### config.mk
export PLATFORM = sky130hd
export DESIGN_NAME = bht_ctrl_flat
export DESIGN_NICKNAME = d
export VERILOG_FILES = /design/src/rtl/bht_ctrl_if.sv /design/src/rtl/bht_ctrl.sv /design/src/flat_wrapper.sv
export SDC_FILE = /design/constraint.sdc
export NUM_CORES = 1
export LEC_CHECK = 0
export BUFFER_PORTS_ARGS = -buffer_cell sky130_fd_sc_hd__buf_2
export CORE_UTILIZATION = 53
export DETAILED_ROUTE_END_ITERATION = 10
export GPL_ROUTABILITY_DRIVEN = 1
export PLACE_DENSITY_LB_ADDON = 0.25
export SYNTH_ARGS = -nofsm -noshare
export SYNTH_HDL_FRONTEND = slang
export SYNTH_SLANG_ARGS = --single-unit
### constraint.sdc
create_clock -name clk -period 2.4 [get_ports clk]
set_clock_uncertainty 0.05 [all_clocks]
set_input_delay 0 -clock clk [delete_from_list [all_inputs] [get_ports clk]]
set_output_delay 0 -clock clk [all_outputs]
set_load 0.005 [all_outputs]
### src/rtl/bht_ctrl_if.sv
// rtl/bht_ctrl_if.sv - lookup/resolve/status bundle between fetch and the branch history table
interface bht_ctrl_if #(
  parameter int DEPTH = 4
);
  localparam int CW = $clog2(DEPTH) + 1;

  logic          lookup_vld;
  logic [15:0]   lookup_pc;
  logic          lookup_rdy;
  logic          pred_take;
  logic          resolve_vld;
  logic          resolve_taken;
  logic          flush;
  logic          mispredict;
  logic          resolve_err;
  logic          init_busy;
  logic [CW-1:0] inflight_cnt;

  modport master (
    output lookup_vld, lookup_pc, resolve_vld, resolve_taken, flush,
    input  lookup_rdy, pred_take, mispredict, resolve_err, init_busy, inflight_cnt
  );

  modport slave (
    input  lookup_vld, lookup_pc, resolve_vld, resolve_taken, flush,
    output lookup_rdy, pred_take, mispredict, resolve_err, init_busy, inflight_cnt
  );
endinterface

### src/rtl/bht_ctrl.sv
// rtl/bht_ctrl.sv - 2-bit saturating-counter branch predictor with in-order in-flight FIFO
module bht_ctrl #(
  parameter int IDX_W = 4,
  parameter int DEPTH = 4
) (
  input  logic        clk,
  input  logic        rst,
  bht_ctrl_if.slave   bus
);
  localparam int N  = 1 << IDX_W;
  localparam int PW = $clog2(DEPTH);
  localparam int CW = PW + 1;

  typedef enum logic {INIT, RUN} state_t;

  state_t           state, state_nxt;
  logic [IDX_W-1:0] init_idx;
  logic [1:0]       ctr [N];
  logic [IDX_W-1:0] fifo_idx [DEPTH];
  logic             fifo_pred [DEPTH];
  logic [PW-1:0]    wr_ptr, rd_ptr;
  logic [CW-1:0]    cnt;

  logic [IDX_W-1:0] lk_idx, upd_idx;
  logic [1:0]       upd_old, upd_new;
  logic             busy, rdy, run_ok, push, pop, bad_resolve, pred;

  assign lk_idx  = bus.lookup_pc[IDX_W+1:2];
  assign pred    = ctr[lk_idx][1];
  assign upd_idx = fifo_idx[rd_ptr];
  assign upd_old = ctr[upd_idx];

  always_comb begin
    upd_new = upd_old;
    if (bus.resolve_taken) begin
      if (upd_old != 2'b11) upd_new = upd_old + 2'b01;
    end else begin
      if (upd_old != 2'b00) upd_new = upd_old - 2'b01;
    end
  end

  always_comb begin
    state_nxt = state;
    busy      = 1'b0;
    rdy       = 1'b0;
    case (state)
      INIT: begin
        busy = 1'b1;
        if (init_idx == '1) state_nxt = RUN;
      end
      RUN: rdy = (cnt < CW'(DEPTH)) && !bus.flush;
      default: state_nxt = INIT;
    endcase
  end

  // Flush outranks both lookup and resolve in the same cycle.
  assign run_ok      = (state == RUN) && !bus.flush;
  assign push        = bus.lookup_vld && rdy;
  assign pop         = run_ok && bus.resolve_vld && (cnt != '0);
  assign bad_resolve = run_ok && bus.resolve_vld && (cnt == '0);

  always_ff @(posedge clk) begin
    if (rst) state <= INIT;
    else     state <= state_nxt;
  end

  always_ff @(posedge clk) begin
    if (rst)       init_idx <= '0;
    else if (busy) init_idx <= init_idx + IDX_W'(1);
  end

  always_ff @(posedge clk) begin
    if (!rst) begin
      if (busy)     ctr[init_idx] <= 2'b11;
      else if (pop) ctr[upd_idx]  <= upd_new;
    end
  end

  always_ff @(posedge clk) begin
    if (push) begin
      fifo_idx[wr_ptr]  <= lk_idx;
      fifo_pred[wr_ptr] <= pred;
    end
  end

  always_ff @(posedge clk) begin
    if (rst || (state == RUN && bus.flush)) begin
      wr_ptr <= '0;
      rd_ptr <= '0;
      cnt    <= '0;
    end else begin
      if (push) wr_ptr <= wr_ptr + PW'(1);
      if (pop)  rd_ptr <= rd_ptr + PW'(1);
      case ({push, pop})
        2'b10:   cnt <= cnt + CW'(1);
        2'b01:   cnt <= cnt - CW'(1);
        default: cnt <= cnt;
      endcase
    end
  end

  always_ff @(posedge clk) begin
    if (rst) begin
      bus.mispredict  <= 1'b0;
      bus.resolve_err <= 1'b0;
    end else begin
      bus.mispredict  <= pop && (bus.resolve_taken != fifo_pred[rd_ptr]);
      bus.resolve_err <= bad_resolve;
    end
  end

  assign bus.pred_take    = pred;
  assign bus.lookup_rdy   = rdy;
  assign bus.init_busy    = busy;
  assign bus.inflight_cnt = cnt;
endmodule

### src/flat_wrapper.sv
// flat-port wrapper written by rule: the top's interface ports become plain ports
module bht_ctrl_flat 
#(
  parameter int IDX_W = 4,
  parameter int DEPTH = 4
)
  (clk, rst, bus_lookup_vld, bus_lookup_pc, bus_resolve_vld, bus_resolve_taken, bus_flush, bus_lookup_rdy, bus_pred_take, bus_mispredict, bus_resolve_err, bus_init_busy, bus_inflight_cnt);
  bht_ctrl_if #(.DEPTH(DEPTH)) bus_i ();
  input  logic clk;
  input  logic rst;
  input wire logic [$bits(bus_i.lookup_vld)-1:0] bus_lookup_vld;
  input wire logic [$bits(bus_i.lookup_pc)-1:0] bus_lookup_pc;
  input wire logic [$bits(bus_i.resolve_vld)-1:0] bus_resolve_vld;
  input wire logic [$bits(bus_i.resolve_taken)-1:0] bus_resolve_taken;
  input wire logic [$bits(bus_i.flush)-1:0] bus_flush;
  output wire logic [$bits(bus_i.lookup_rdy)-1:0] bus_lookup_rdy;
  output wire logic [$bits(bus_i.pred_take)-1:0] bus_pred_take;
  output wire logic [$bits(bus_i.mispredict)-1:0] bus_mispredict;
  output wire logic [$bits(bus_i.resolve_err)-1:0] bus_resolve_err;
  output wire logic [$bits(bus_i.init_busy)-1:0] bus_init_busy;
  output wire logic [$bits(bus_i.inflight_cnt)-1:0] bus_inflight_cnt;
  assign bus_i.lookup_vld = bus_lookup_vld;
  assign bus_i.lookup_pc = bus_lookup_pc;
  assign bus_i.resolve_vld = bus_resolve_vld;
  assign bus_i.resolve_taken = bus_resolve_taken;
  assign bus_i.flush = bus_flush;
  assign bus_lookup_rdy = bus_i.lookup_rdy;
  assign bus_pred_take = bus_i.pred_take;
  assign bus_mispredict = bus_i.mispredict;
  assign bus_resolve_err = bus_i.resolve_err;
  assign bus_init_busy = bus_i.init_busy;
  assign bus_inflight_cnt = bus_i.inflight_cnt;
  bht_ctrl #(.IDX_W(IDX_W), .DEPTH(DEPTH)) u_core (.clk(clk), .rst(rst), .bus(bus_i));
endmodule
==> impl_results.md, run 1 <==
- GRT Total Usage: 0.216
- DP HPWL: 4240 um
- Skew-Pair Late Insertion Delay: 0.34 ns
- Pint: roughly 1.8 mW
- R2r endpoint: u_core.ctr[1][0]
- Status: finished, violations left
- Most frequent cells in the layout: edfxtp_1, mux2i_1, nor2_1
- Slowest-stage cell, CP: mux4_2
- Layout Area Growth over Synthesis: 20.3%
- Die ar.: 6240 sq um
- Worst path bufs/invs: 2
- Fillcell total: 419
- Switching Share: 0.218
- Peak VDD IR: 0.000468 V
- Final wirelength: about 6100 um
- GP Congestion: 0.859
- Crit path max fanout: 8
- RSZ-0062 raised after global routing: true
- Cell area after layout: 3780 sq um
- Worst R2R Path Depth: 9
- Diodes inserted: 0
- Root buffer cell: clkbuf_8
- Drt pass-1 iters: 4
- Critical path class: reg -> reg
- Number of antenna violations at the first check in global routing: 0
- Detailed-route via count: 1892
- DRC Markers: 0
- Layout Utilization: 0.674
- Measured slew at the worst slew-check pin: 0.471 ns
- Max incr delay on CP: 0.60 ns
- Syn_area_per_cell: between 10 and 15 sq um
- Num rows: 27
- Crit path depth: 9
- GRT Residual Overflow: 0
- Chip height: just under 80 um
- I/O pin count: 30
- Register bit count reported by yosys: just under 70
- Worst Setup Start Kind: register
- Switch Pwr: 0.496 mW
- Clk slew on worst S/H paths: around 0.080 ns
- Sequential fraction of the synthesis area: 0.599
- Sequential Area: 1890 sq um
- Area post-placement: 3400 sq um
- Placed cells: 325
- Finished Layout Cells: 352
- Crit path from: u_core.fifo_idx[3][2]
- ANT nets after route: 0
- Synth Cell Area: roughly 3100 sq um
- Fin nets: just over 300
- Critical path, cell by cell: mux4_2, mux2i_1, mux2i_1, mux2i_1, mux2i_2, buf_4, nor2_1, o21ai_2, buf_4
- Sequential share of power: 0.558
- Combinational share of power: 0.040
- Starting Density: 0.560
- R2r setup slk: -0.14 ns
- Final WS setup: -0.140 ns
- Synth unique cells: 37
- Largest delay share family, worst path: multiplexers
- Max Buffers Root-to-Sink: 2
- Critical path endpoint category: register
- Ys Warns: 0
- DR WL/cell: between 15 and 20 um
- Slew HR: 0.685
- LEAKAGE: 1.44 nW
- Arrival @ worst endpoint: 2.58 ns
- Via density: 5.38
- Max Clk Rate: 0.394 GHz
- Violated checks: negative setup slack
- Worst hold path class: in -> reg
- CTS Sinks: 68
- CTS tree: done
- Required time worst endpoint: between 2 and 2.5 ns
- Final Hold Fails: 0
- Max-slew violations: 0
- Commonest non-fill, non-tap cell in the layout: edfxtp_1
- Vias in the first global route: approximately 1900
- Final critical-path required period: 2.54 ns
- Critical path endpoint: u_core.ctr[1][0]
- Reg2Reg Launch Point: u_core.fifo_idx[3][2]
- Clock share of power: 0.402
- Largest net degree at the start of global routing: 15
- Fraction of layout cells with a size suffix above 1: 0.286
- H-tree level count: 3
- First-pass GRT wire length: 9550 um
- Port Buf Inserts: 17
- Syn_nets: 255
- Synth Instances: 226
- Fin crit share: 1.06
- Crit path top cell by count: mux2i_1
- Chip width: 79.0 um
- Final setup violation count: 32
- Power density cells: about 600 nW/um^2
- Multi-input gate area: 1220 sq um
- Core area: between 5000 and 6000 sq um
- Initial DRC count: 116
- TritonCTS buffer count: 9
- Max-cap violation count: 0
kinds of logic after synthesis:
kind of cell / share of synthesized area
compound gates: 0.0311
flops: 0.599
mux: 0.188
simple gates: 0.0904
fa+ha+maj: 0.0303
xor+xnor: 0.0251
buf+inv: 0.0370
worst register-to-register path, stage by stage, from the launching register on:
cell and delay [ns]:
edfxtp_1 0.42, mux4_2 0.60, mux2i_1 0.21, mux2i_1 0.09
mux2i_1 0.21, mux2i_2 0.15, buf_4 0.17, nor2_1 0.13
o21ai_2 0.09, buf_4 0.16
repair_timing:
action,CTS,global route
buffers inserted,4,0
gates cloned,1,0
pin swaps,2,4
hold buffers,6,0
resized for setup,7,12
endpoints found under the setup margin,32,46
endpoints found under the hold margin,23,0
metal layers:
layer | track usage | wire length [um] | up-vias
met5 | 0 | 0 | -
met4 | 0.0709 | 81 | 0
met3 | 0.0586 | 248 | 9
met2 | 0.328 | 2830 | 40
met1 | 0.303 | 2920 | 903
li1 | - | - | 940
metrics by stage:
stage | power, mW | hold slack [ns] | worst slack (ns) | setup TNS [ns]
2_1_floorplan | 1.34 | 0.00457 | -0.0452 | -1.03
3_3_place_gp | 1.38 | 0.213 | -0.197 | -5.05
3_5_place_dp | 1.38 | 0.207 | -0.217 | -5.96
4_1_cts | 2.28 | 0.00304 | -0.0654 | -1.51
5_1_grt | 2.36 | 0.0594 | -0.276 | -7.22
6_report | 2.28 | 0.0394 | -0.140 | -2.89
flip-flops by register name (all words and copies together) (netlist names), named ones only:
name,count
u_core.ctr,32
u_core.fifo_idx,16
u_core.fifo_pred,4
u_core.init_idx,4
u_core.bus.inflight_cnt,3
u_core.rd_ptr,2
u_core.wr_ptr,2
u_core.bus.mispredict,1
u_core.bus.resolve_err,1
u_core.state,1
worst min path at each step:
stage	slack, ns	cells after the start	startpoint	end
finish	0.04	3	bus_resolve_vld	u_core.bus.resolve_err
global route	0.06	3	bus_resolve_vld	u_core.bus.resolve_err
CTS	0.003	3	bus_resolve_vld	u_core.bus.resolve_err
detailed placement	0.21	1	bus_lookup_pc[4]	u_core.fifo_idx[3][2]
global placement	0.21	1	bus_lookup_pc[4]	u_core.fifo_idx[2][2]
floorplan	0.005	1	bus_flush	bus_lookup_rdy
power by group through the flow:
stage	clock network, mW	logic [mW]	registers (mW)
2_1_floorplan	0	0.0462	1.30
4_1_cts	0.925	0.0890	1.27
3_5_place_dp	0	0.0799	1.30
6_report	0.916	0.0917	1.27
5_1_grt	0.983	0.101	1.27
3_3_place_gp	0	0.0788	1.30
layout make-up:
| type | count | area share |
|---|---|---|
| clock inverter | 6 | 0.0172 |
| timing repair buffer | 46 | 0.0937 |
| inverter | 10 | 0.00993 |
| sequential | 68 | 0.499 |
| tap | 72 | 0.0238 |
| clock buffer | 10 | 0.0338 |
| multi-input combinational | 140 | 0.323 |
cells in the mapped netlist:
master,number,area share
edfxtp_1,52,0.50
mux2i_1,33,0.11
nor2_1,33,0.039
dfxtp_1,16,0.10
inv_1,10,0.012
nor3_1,8,0.013
a21oi_1,7,0.011
mux4_2,7,0.050
ha_1,6,0.024
nand2_1,5,0.0060
xnor2_1,5,0.014
and3_1,4,0.0080
xor2_1,4,0.011
buf_6,3,0.011
mux4_1,3,0.025
or3_1,3,0.0060
buf_2,2,0.0032
clkbuf_1,2,0.0024
nand3_1,2,0.0032
nor2b_1,2,0.0040
nor3b_1,2,0.0048
o21ai_1,2,0.0032
a21o_1,1,0.0024
a22oi_1,1,0.0024
a31oi_1,1,0.0020
a32oi_1,1,0.0028
and2_1,1,0.0020
buf_12,1,0.0064
buf_4,1,0.0024
fa_1,1,0.0064
mux2_1,1,0.0036
mux2_2,1,0.0036
nand3b_1,1,0.0024
nor4_1,1,0.0020
o21ai_0,1,0.0016
o21bai_1,1,0.0024
o32a_1,1,0.0032
Power figures use the tool's default switching activity.
==> run 2, diff against run 1 <==
--- a/config.mk
+++ b/config.mk
@@ -5,8 +5,9 @@
 export SDC_FILE = /design/constraint.sdc
 export NUM_CORES = 1
 export LEC_CHECK = 0
-export BUFFER_PORTS_ARGS = -buffer_cell sky130_fd_sc_hd__buf_2
-export CORE_UTILIZATION = 53
+export BUFFER_PORTS_ARGS = -buffer_cell sky130_fd_sc_hd__clkbuf_2
+export CORE_UTILIZATION = 55
+export CTS_BUF_LIST = sky130_fd_sc_hd__clkbuf_2
 export DETAILED_ROUTE_END_ITERATION = 10
 export GPL_ROUTABILITY_DRIVEN = 1
 export PLACE_DENSITY_LB_ADDON = 0.25
==> run 2 against run 1 <==
  * Core utilization increased by 1.1 points
  * Combinational power rose by 8.9%
  * Sequential cell count unchanged
  * Global-route usage up 1.7 points
  * The run still ends with negative setup slack left
  * Count of clock-buffer cells in the layout is 1 lower
  * Cell count increased by 2.3%
  * Largest cell class unchanged
  * Clock power is 39% lower
==> impl_results.md, run 2 (synthesis gave the netlist of run 1 again) <==
- Max FFs per register: 32 (unchanged)
- I/O pin count: 30 (unchanged)
- Finished Layout Cells: 360 (+2.3%)
- Root buffer cell: clkbuf_2
- Initial DRC count: 142 (+22%)
- Power density cells: 512 nW/um^2 (-15%)
- Skew-Pair Late Insertion Delay: 0.51 ns (+0.17 ns)
- Commonest non-fill, non-tap cell in the layout: edfxtp_1
- Max Buffers Root-to-Sink: 2 (unchanged)
- Multi-input gate area: 1250 sq um (+2.6%)
- Pint: 1.45 mW (-19%)
- Detailed-route via count: 2011 (+6.3%)
- Placed cells: 326 (+0.31%)
- Core area: 5510 sq um (-1.8%)
- Starting Density: 0.571 (+0.0103)
- Critical path, cell by cell: buf_4, mux4_2, mux2i_1, mux2i_1, mux2i_1, mux2i_1, a21oi_1, o21ai_4, buf_4
- First-pass GRT wire length: 10100 um (+5.5%)
- Area post-placement: 3420 sq um (+0.59%)
- Fin nets: 312 (+2.6%)
- Combinational share of power: 0.052 (+0.012)
- Cell area after layout: 3770 sq um (-0.13%)
- Most frequent cells in the layout: edfxtp_1, mux2i_1, clkbuf_2
- Die ar.: 6020 sq um (-3.5%)
- LEAKAGE: 1.43 nW (-0.59%)
- Largest delay share family, worst path: multiplexers
- DR WL/cell: 17.7 um (+2.3%)
- Clk slew on worst S/H paths: 0.21 ns (+0.13 ns)
- GRT Total Usage: 0.233 (+0.0168)
- Layout Area Growth over Synthesis: 20.1%
- Vias in the first global route: 1951 (+4.4%)
- GRT Residual Overflow: 0 (unchanged)
- Fraction of layout cells with a size suffix above 1: 0.313 (+0.0268)
- Final setup violation count: 32 (unchanged)
- Number of antenna violations at the first check in global routing: 0 (unchanged)
- Clock share of power: 0.291 (-0.111)
- Slew HR: 0.624 (-0.0604)
- Worst hold path class: in -> reg
- Required time worst endpoint: 2.60 ns (+0.16 ns)
- Worst Setup Start Kind: register
- Largest regs: u_core.ctr x32, u_core.fifo_idx x16
- TritonCTS buffer count: 9 (unchanged)
- Violated checks: negative setup slack
- Chip height: 77.6 um (-1.8%)
- DRC Markers: 0 (unchanged)
- Via density: 5.59 (+3.9%)
- Drt pass-1 iters: 4 (unchanged)
- Final wirelength: 6360 um (+4.6%)
- Chip width: 77.6 um (-1.8%)
- Fillcell total: 375 (-11%)
- Measured slew at the worst slew-check pin: 0.561 ns (+0.0902 ns)
- Final WS setup: -0.208 ns (-0.0684 ns)
- Crit path max fanout: 8 (unchanged)
- Max-slew violations: 0 (unchanged)
- Largest net degree at the start of global routing: 17 (+2)
- Critical path endpoint category: register
- Arrival @ worst endpoint: 2.80 ns (+0.22 ns)
- Critical path class: reg -> reg
- Sequential share of power: 0.658 (+0.100)
- Port Buf Inserts: 17 (unchanged)
- H-tree level count: 3 (unchanged)
- RSZ-0062 raised after global routing: true
- Final Hold Fails: 0 (unchanged)
- Diodes inserted: 0 (unchanged)
- Fin crit share: 1.09 (+0.0285)
- Status: finished, violations left
- Crit path top cell by count: mux2i_1
- Final critical-path required period: 2.61 ns (+0.0684 ns)
- GP Congestion: 0.804 (-6.5%)
- Num rows: 27 (unchanged)
- Largest Register: u_core.ctr
- ANT nets after route: 0 (unchanged)
- Peak VDD IR: 0.000278 V (-41%)
- Sequential Area: 1890 sq um (unchanged)
- DP HPWL: 4220 um (-0.54%)
- Switching Share: 0.250 (+0.0322)
- Switch Pwr: 0.483 mW (-2.6%)
- Max-cap violation count: 0 (unchanged)
- Worst path bufs/invs: 2 (unchanged)
- Max Clk Rate: 0.383 GHz (-2.6%)
- Pre-CTS setup slack: -0.296 ns (-0.0794 ns)
- CTS Sinks: 68 (unchanged)
- Slowest-stage cell, CP: mux4_2
- Max incr delay on CP: 0.61 ns (about the same)
- CTS tree: done
## run 2: changes by cell type in the layout (fill, tap and decap cells not counted), sizes merged
cell / change
dlygate4sd3: +5
bufinv: -1
mux4: +1
clkinv: +3
clkinvlp: -1
buf: -15
clkbuf: +16
## run 2: worst paths after layout
check | slack, ns | startpoint | cells after the start | endpoint
max | -0.21 | register | 9 | u_core.ctr[1][1]
min | 0.23 | bus_lookup_pc[5] | 2 | u_core.fifo_idx[0][3]
max reg2reg | -0.21 | register | 9 | u_core.ctr[1][1]
min reg2reg | 0.49 | u_core.bus.inflight_cnt[2] | 2 | u_core.bus.inflight_cnt[2]
## run 2: metal layers
| metal | part of all wire | track usage | routed length, um |
|---|---|---|---|
| met3 | 0.056 | 0.0718 | 359 |
| met5 | 0 | 0 | 0 |
| met4 | 0.0090 | 0.102 | 57 |
| met1 | 0.45 | 0.314 | 2890 |
| met2 | 0.48 | 0.349 | 3050 |
## run 2: cell type report
| class | instances | share of cell area |
|---|---|---|
| timing repair buffer | 53 | 0.109 |
| tap | 72 | 0.0239 |
| clock inverter | 7 | 0.0143 |
| multi-input combinational | 141 | 0.331 |
| sequential | 68 | 0.500 |
| clock buffer | 9 | 0.0119 |
| inverter | 10 | 0.00994 |
## run 2: power groups by stage
stage | Combinational (mW) | Clock [mW] | Sequential [mW]
floorplan | 0.0462 | 0 | 1.30
global placement | 0.0790 | 0 | 1.30
detailed placement | 0.0797 | 0 | 1.30
CTS | 0.0924 | 0.574 | 1.27
global route | 0.108 | 0.622 | 1.27
finish | 0.0999 | 0.562 | 1.27
## run 2: metrics by stage
| step | total power, mW | hold WS (ns) | utilization | setup TNS, ns |
|---|---|---|---|---|
| after floorplan | 1.34 | 0.00457 | - | -1.03 |
| after detailed placement | 1.38 | 0.221 | 0.622 | -7.81 |
| after global routing | 2.00 | 0.198 | 0.686 | -11.04 |
| after global placement | 1.38 | 0.218 | 0.622 | -3.69 |
| after CTS | 1.94 | 0.194 | 0.674 | -5.62 |
| final | 1.93 | 0.228 | 0.686 | -5.90 |
## run 2: worst reg2reg max path, delay by kind of cell, from the launching register on
family,cells,cell delay [ns]
multiplexers,5,1.22
buffers and inverters,2,0.29
AO/OA/AOI/OAI,2,0.34
flip-flops,1,0.45
## run 2: timing repair
| action | CTS | global route |
|---|---|---|
| buffers inserted | 3 | 2 |
| cloned | 2 | 0 |
| pin swaps | 1 | 3 |
| endpoints found under the hold margin | 75 | 0 |
| hold buffers | 11 | 0 |
| setup endpoints to repair | 36 | 48 |
| resized for setup | 6 | 19 |
==> run 3, diff against run 2 <==
--- a/config.mk
+++ b/config.mk
@@ -6,7 +6,7 @@
 export NUM_CORES = 1
 export LEC_CHECK = 0
 export BUFFER_PORTS_ARGS = -buffer_cell sky130_fd_sc_hd__clkbuf_2
-export CORE_UTILIZATION = 55
+export CORE_UTILIZATION = 60
 export CTS_BUF_LIST = sky130_fd_sc_hd__clkbuf_2
 export DETAILED_ROUTE_END_ITERATION = 10
 export GPL_ROUTABILITY_DRIVEN = 1
==> constraint.sdc (replaced) <==
create_clock -name clk -period 2.55 [get_ports clk]
set_clock_uncertainty 0.05 [all_clocks]
set_input_delay 0 -clock clk [delete_from_list [all_inputs] [get_ports clk]]
set_output_delay 0 -clock clk [all_outputs]
set_load 0.005 [all_outputs]
==> run 3 against run 2 <==
  * Largest power group unchanged
  * Non-clock buffer count shrank 5
  * Die area shrank 8.1%
  * The run still ends with negative setup slack left
  * Critical path depth fell by 1
  * Total power is 3.2% lower
==> impl_results.md, run 3 (synthesis gave the netlist of run 1 again) <==
- Skew-Pair Late Insertion Delay: 0.49 ns (-0.02 ns)
- GRT Total Usage: 0.253 (+0.0203)
- Most frequent cells in the layout: edfxtp_1, nor2_1, mux2i_1
- Diodes inserted: 0 (unchanged)
- Max-cap violation count: 0 (unchanged)
- Multi-input gate area: 1220 sq um (-2.4%)
- R2r endpoint: u_core.ctr[11][0]
- DP HPWL: 4360 um (+3.3%)
- Initial DRC count: 120 (-15%)
- Measured slew at the worst slew-check pin: 0.541 ns (-0.0199 ns)
- Placed cells: 318 (-2.5%)
- Required time worst endpoint: 2.73 ns (+0.13 ns)
- Chip height: 74.4 um (-4.1%)
- Hold endpoint: u_core.fifo_idx[2][3]
- DR WL/cell: 18.4 um (+4.4%)
- Worst R2R Path Depth: 8 (-1)
- Switch Pwr: 0.421 mW (-13%)
- Pwr Total: 1.87 mW (-3.2%)
- DRC Markers: 0 (unchanged)
- Worst hold path class: in -> reg
- Number of antenna violations at the first check in global routing: 0 (unchanged)
- I/O pin count: 30 (unchanged)
- Final critical-path required period: 2.60 ns (-0.00990 ns)
- Sequential Area: 1890 sq um (about the same)
- CTS tree: done
- Status: finished, violations left
- Largest regs: u_core.ctr x32, u_core.fifo_idx x16
- Hold Path Depth: 2 (unchanged)
- R2r setup slk: -0.05 ns (+0.16 ns)
- Cell area after layout: 3720 sq um (-1.4%)
- Arrival @ worst endpoint: 2.78 ns (-0.02 ns)
- First-pass GRT wire length: 9640 um (-4.3%)
- Critical path class: reg -> reg
- Sequential share of power: 0.639 (-0.019)
- Hold_sp: bus_lookup_pc[5]
- Power density cells: 503 nW/um^2 (-1.8%)
- Area post-placement: 3390 sq um (-0.88%)
- TritonCTS buffer count: 9 (unchanged)
- Fin nets: 307 (-1.6%)
- Max Clk Rate: 0.385 GHz (+0.38%)
- Final Hold Fails: 0 (unchanged)
- Largest net degree at the start of global routing: 17 (unchanged)
- Pint: 1.45 mW (about the same)
- Crit path max fanout: 16 (+8)
- Starting Density: 0.644 (+0.0733)
- Combinational share of power: 0.047 (-0.005)
- Port Buf Inserts: 17 (unchanged)
- Fin crit share: 1.02 (-0.0678)
- Switching Share: 0.225 (-0.0249)
- Layout Area Growth over Synthesis: 18.4%
- Chip width: 74.4 um (-4.1%)
- Max FFs per register: 32 (unchanged)
- Finished Layout Cells: 350 (-2.8%)
- Slew HR: 0.638 (+0.0134)
- Num rows: 25 (-7.4%)
- WHS: 0.260 ns (+0.0313 ns)
- Die ar.: 5530 sq um (-8.1%)
- Fraction of layout cells with a size suffix above 1: 0.254 (-0.0581)
- GRT Residual Overflow: 0 (unchanged)
- H-tree level count: 3 (unchanged)
- Largest Register: u_core.ctr
- GP Congestion: 0.802 (-0.22%)
- Root buffer cell: clkbuf_2
- Detailed-route via count: 2047 (+1.8%)
- LEAKAGE: 1.42 nW (-0.95%)
- Vias in the first global route: 1844 (-5.5%)
- Clk slew on worst S/H paths: 0.20 ns (about the same)
- ANT nets after route: 0 (unchanged)
- Critical path endpoint category: register
- Drt pass-1 iters: 4 (unchanged)
- Final wirelength: 6450 um (+1.5%)
- Final setup violation count: 28 (-13%)
- Worst Setup Start Kind: register
- Max Buffers Root-to-Sink: 2 (unchanged)
- Final WS setup: -0.0484 ns (+0.160 ns)
- RSZ-0062 raised after global routing: true
- Core area: 4880 sq um (-11%)
- Clock share of power: 0.313 (+0.022)
- CTS Sinks: 68 (unchanged)
- Violated checks: negative setup slack
- Commonest non-fill, non-tap cell in the layout: edfxtp_1
- Peak VDD IR: 0.000482 V (+73%)
- Fillcell total: 307 (-18%)
- Via density: 5.85 (+4.7%)
- Max-slew violations: 0 (unchanged)
-- run 3: cell count changes in the layout (fill, tap and decap cells not counted), sizes merged --
cell         before  now
buf              25   19
dlygate4sd3      11   12
clkinv            7    4
bufinv            0    1
clkinvlp          0    1
clkbuf           26   27
-- run 3: worst max path at each step --
stage          slack [ns]                 to
2_1_floorplan         0.1   u_core.ctr[0][0]
3_3_place_gp        -0.09   u_core.ctr[6][1]
3_5_place_dp        -0.22   u_core.ctr[5][1]
4_1_cts             0.004   u_core.ctr[8][0]
5_1_grt             -0.11   u_core.ctr[7][1]
6_report            -0.05  u_core.ctr[11][0]
-- run 3: cell type report --
| class | instances | area share |
|---|---|---|
| Tap cell | 67 | 0.0225 |
| Inverter | 10 | 0.0101 |
| Multi-Input combinational cell | 141 | 0.328 |
| Clock buffer | 10 | 0.0134 |
| Sequential cell | 68 | 0.507 |
| Clock inverter | 6 | 0.0151 |
| Timing Repair Buffer | 48 | 0.104 |
-- run 3: metal layers --
metal,track usage,up-vias,wire length [um]
met3,0.0759,4,422
met5,0,-,0
li1,-,955,-
met4,0.0881,0,38
met1,0.355,1003,2810
met2,0.380,85,3180
-- run 3: through the flow --
stage	setup slack, ns	utilization	setup TNS (ns)
5_1_grt	-0.112	0.763	-3.12
3_3_place_gp	-0.0920	0.695	-2.56
3_5_place_dp	-0.223	0.695	-5.92
4_1_cts	0.00372	0.755	0
2_1_floorplan	0.0970	-	0
6_report	-0.0484	0.763	-0.658
-- run 3: power groups by stage --
stage          clock [mW]  combinational [mW]  sequential (mW)
6_report            0.586              0.0887             1.20
3_3_place_gp            0              0.0726             1.22
3_5_place_dp            0              0.0747             1.22
4_1_cts             0.595              0.0866             1.20
5_1_grt             0.637              0.0957             1.20
2_1_floorplan           0              0.0435             1.22
-- run 3: worst max-delay path, cell delays in order, from the launching register on --
cell     delay (ns)
dfxtp_4        0.45
mux4_2         0.61
buf_4          0.18
buf_4          0.16
mux2i_1        0.15
mux2_1         0.36
a21oi_2        0.17
o21ai_2        0.08
buf_12         0.15
-- run 3: timing repair --
item,4_1_cts,5_1_grt
cloned,2,0
pin swaps,0,2
endpoints found under the hold margin,56,0
buffers inserted,1,1
hold buffers,12,0
setup endpoints to repair,34,36
gates resized for setup,8,5
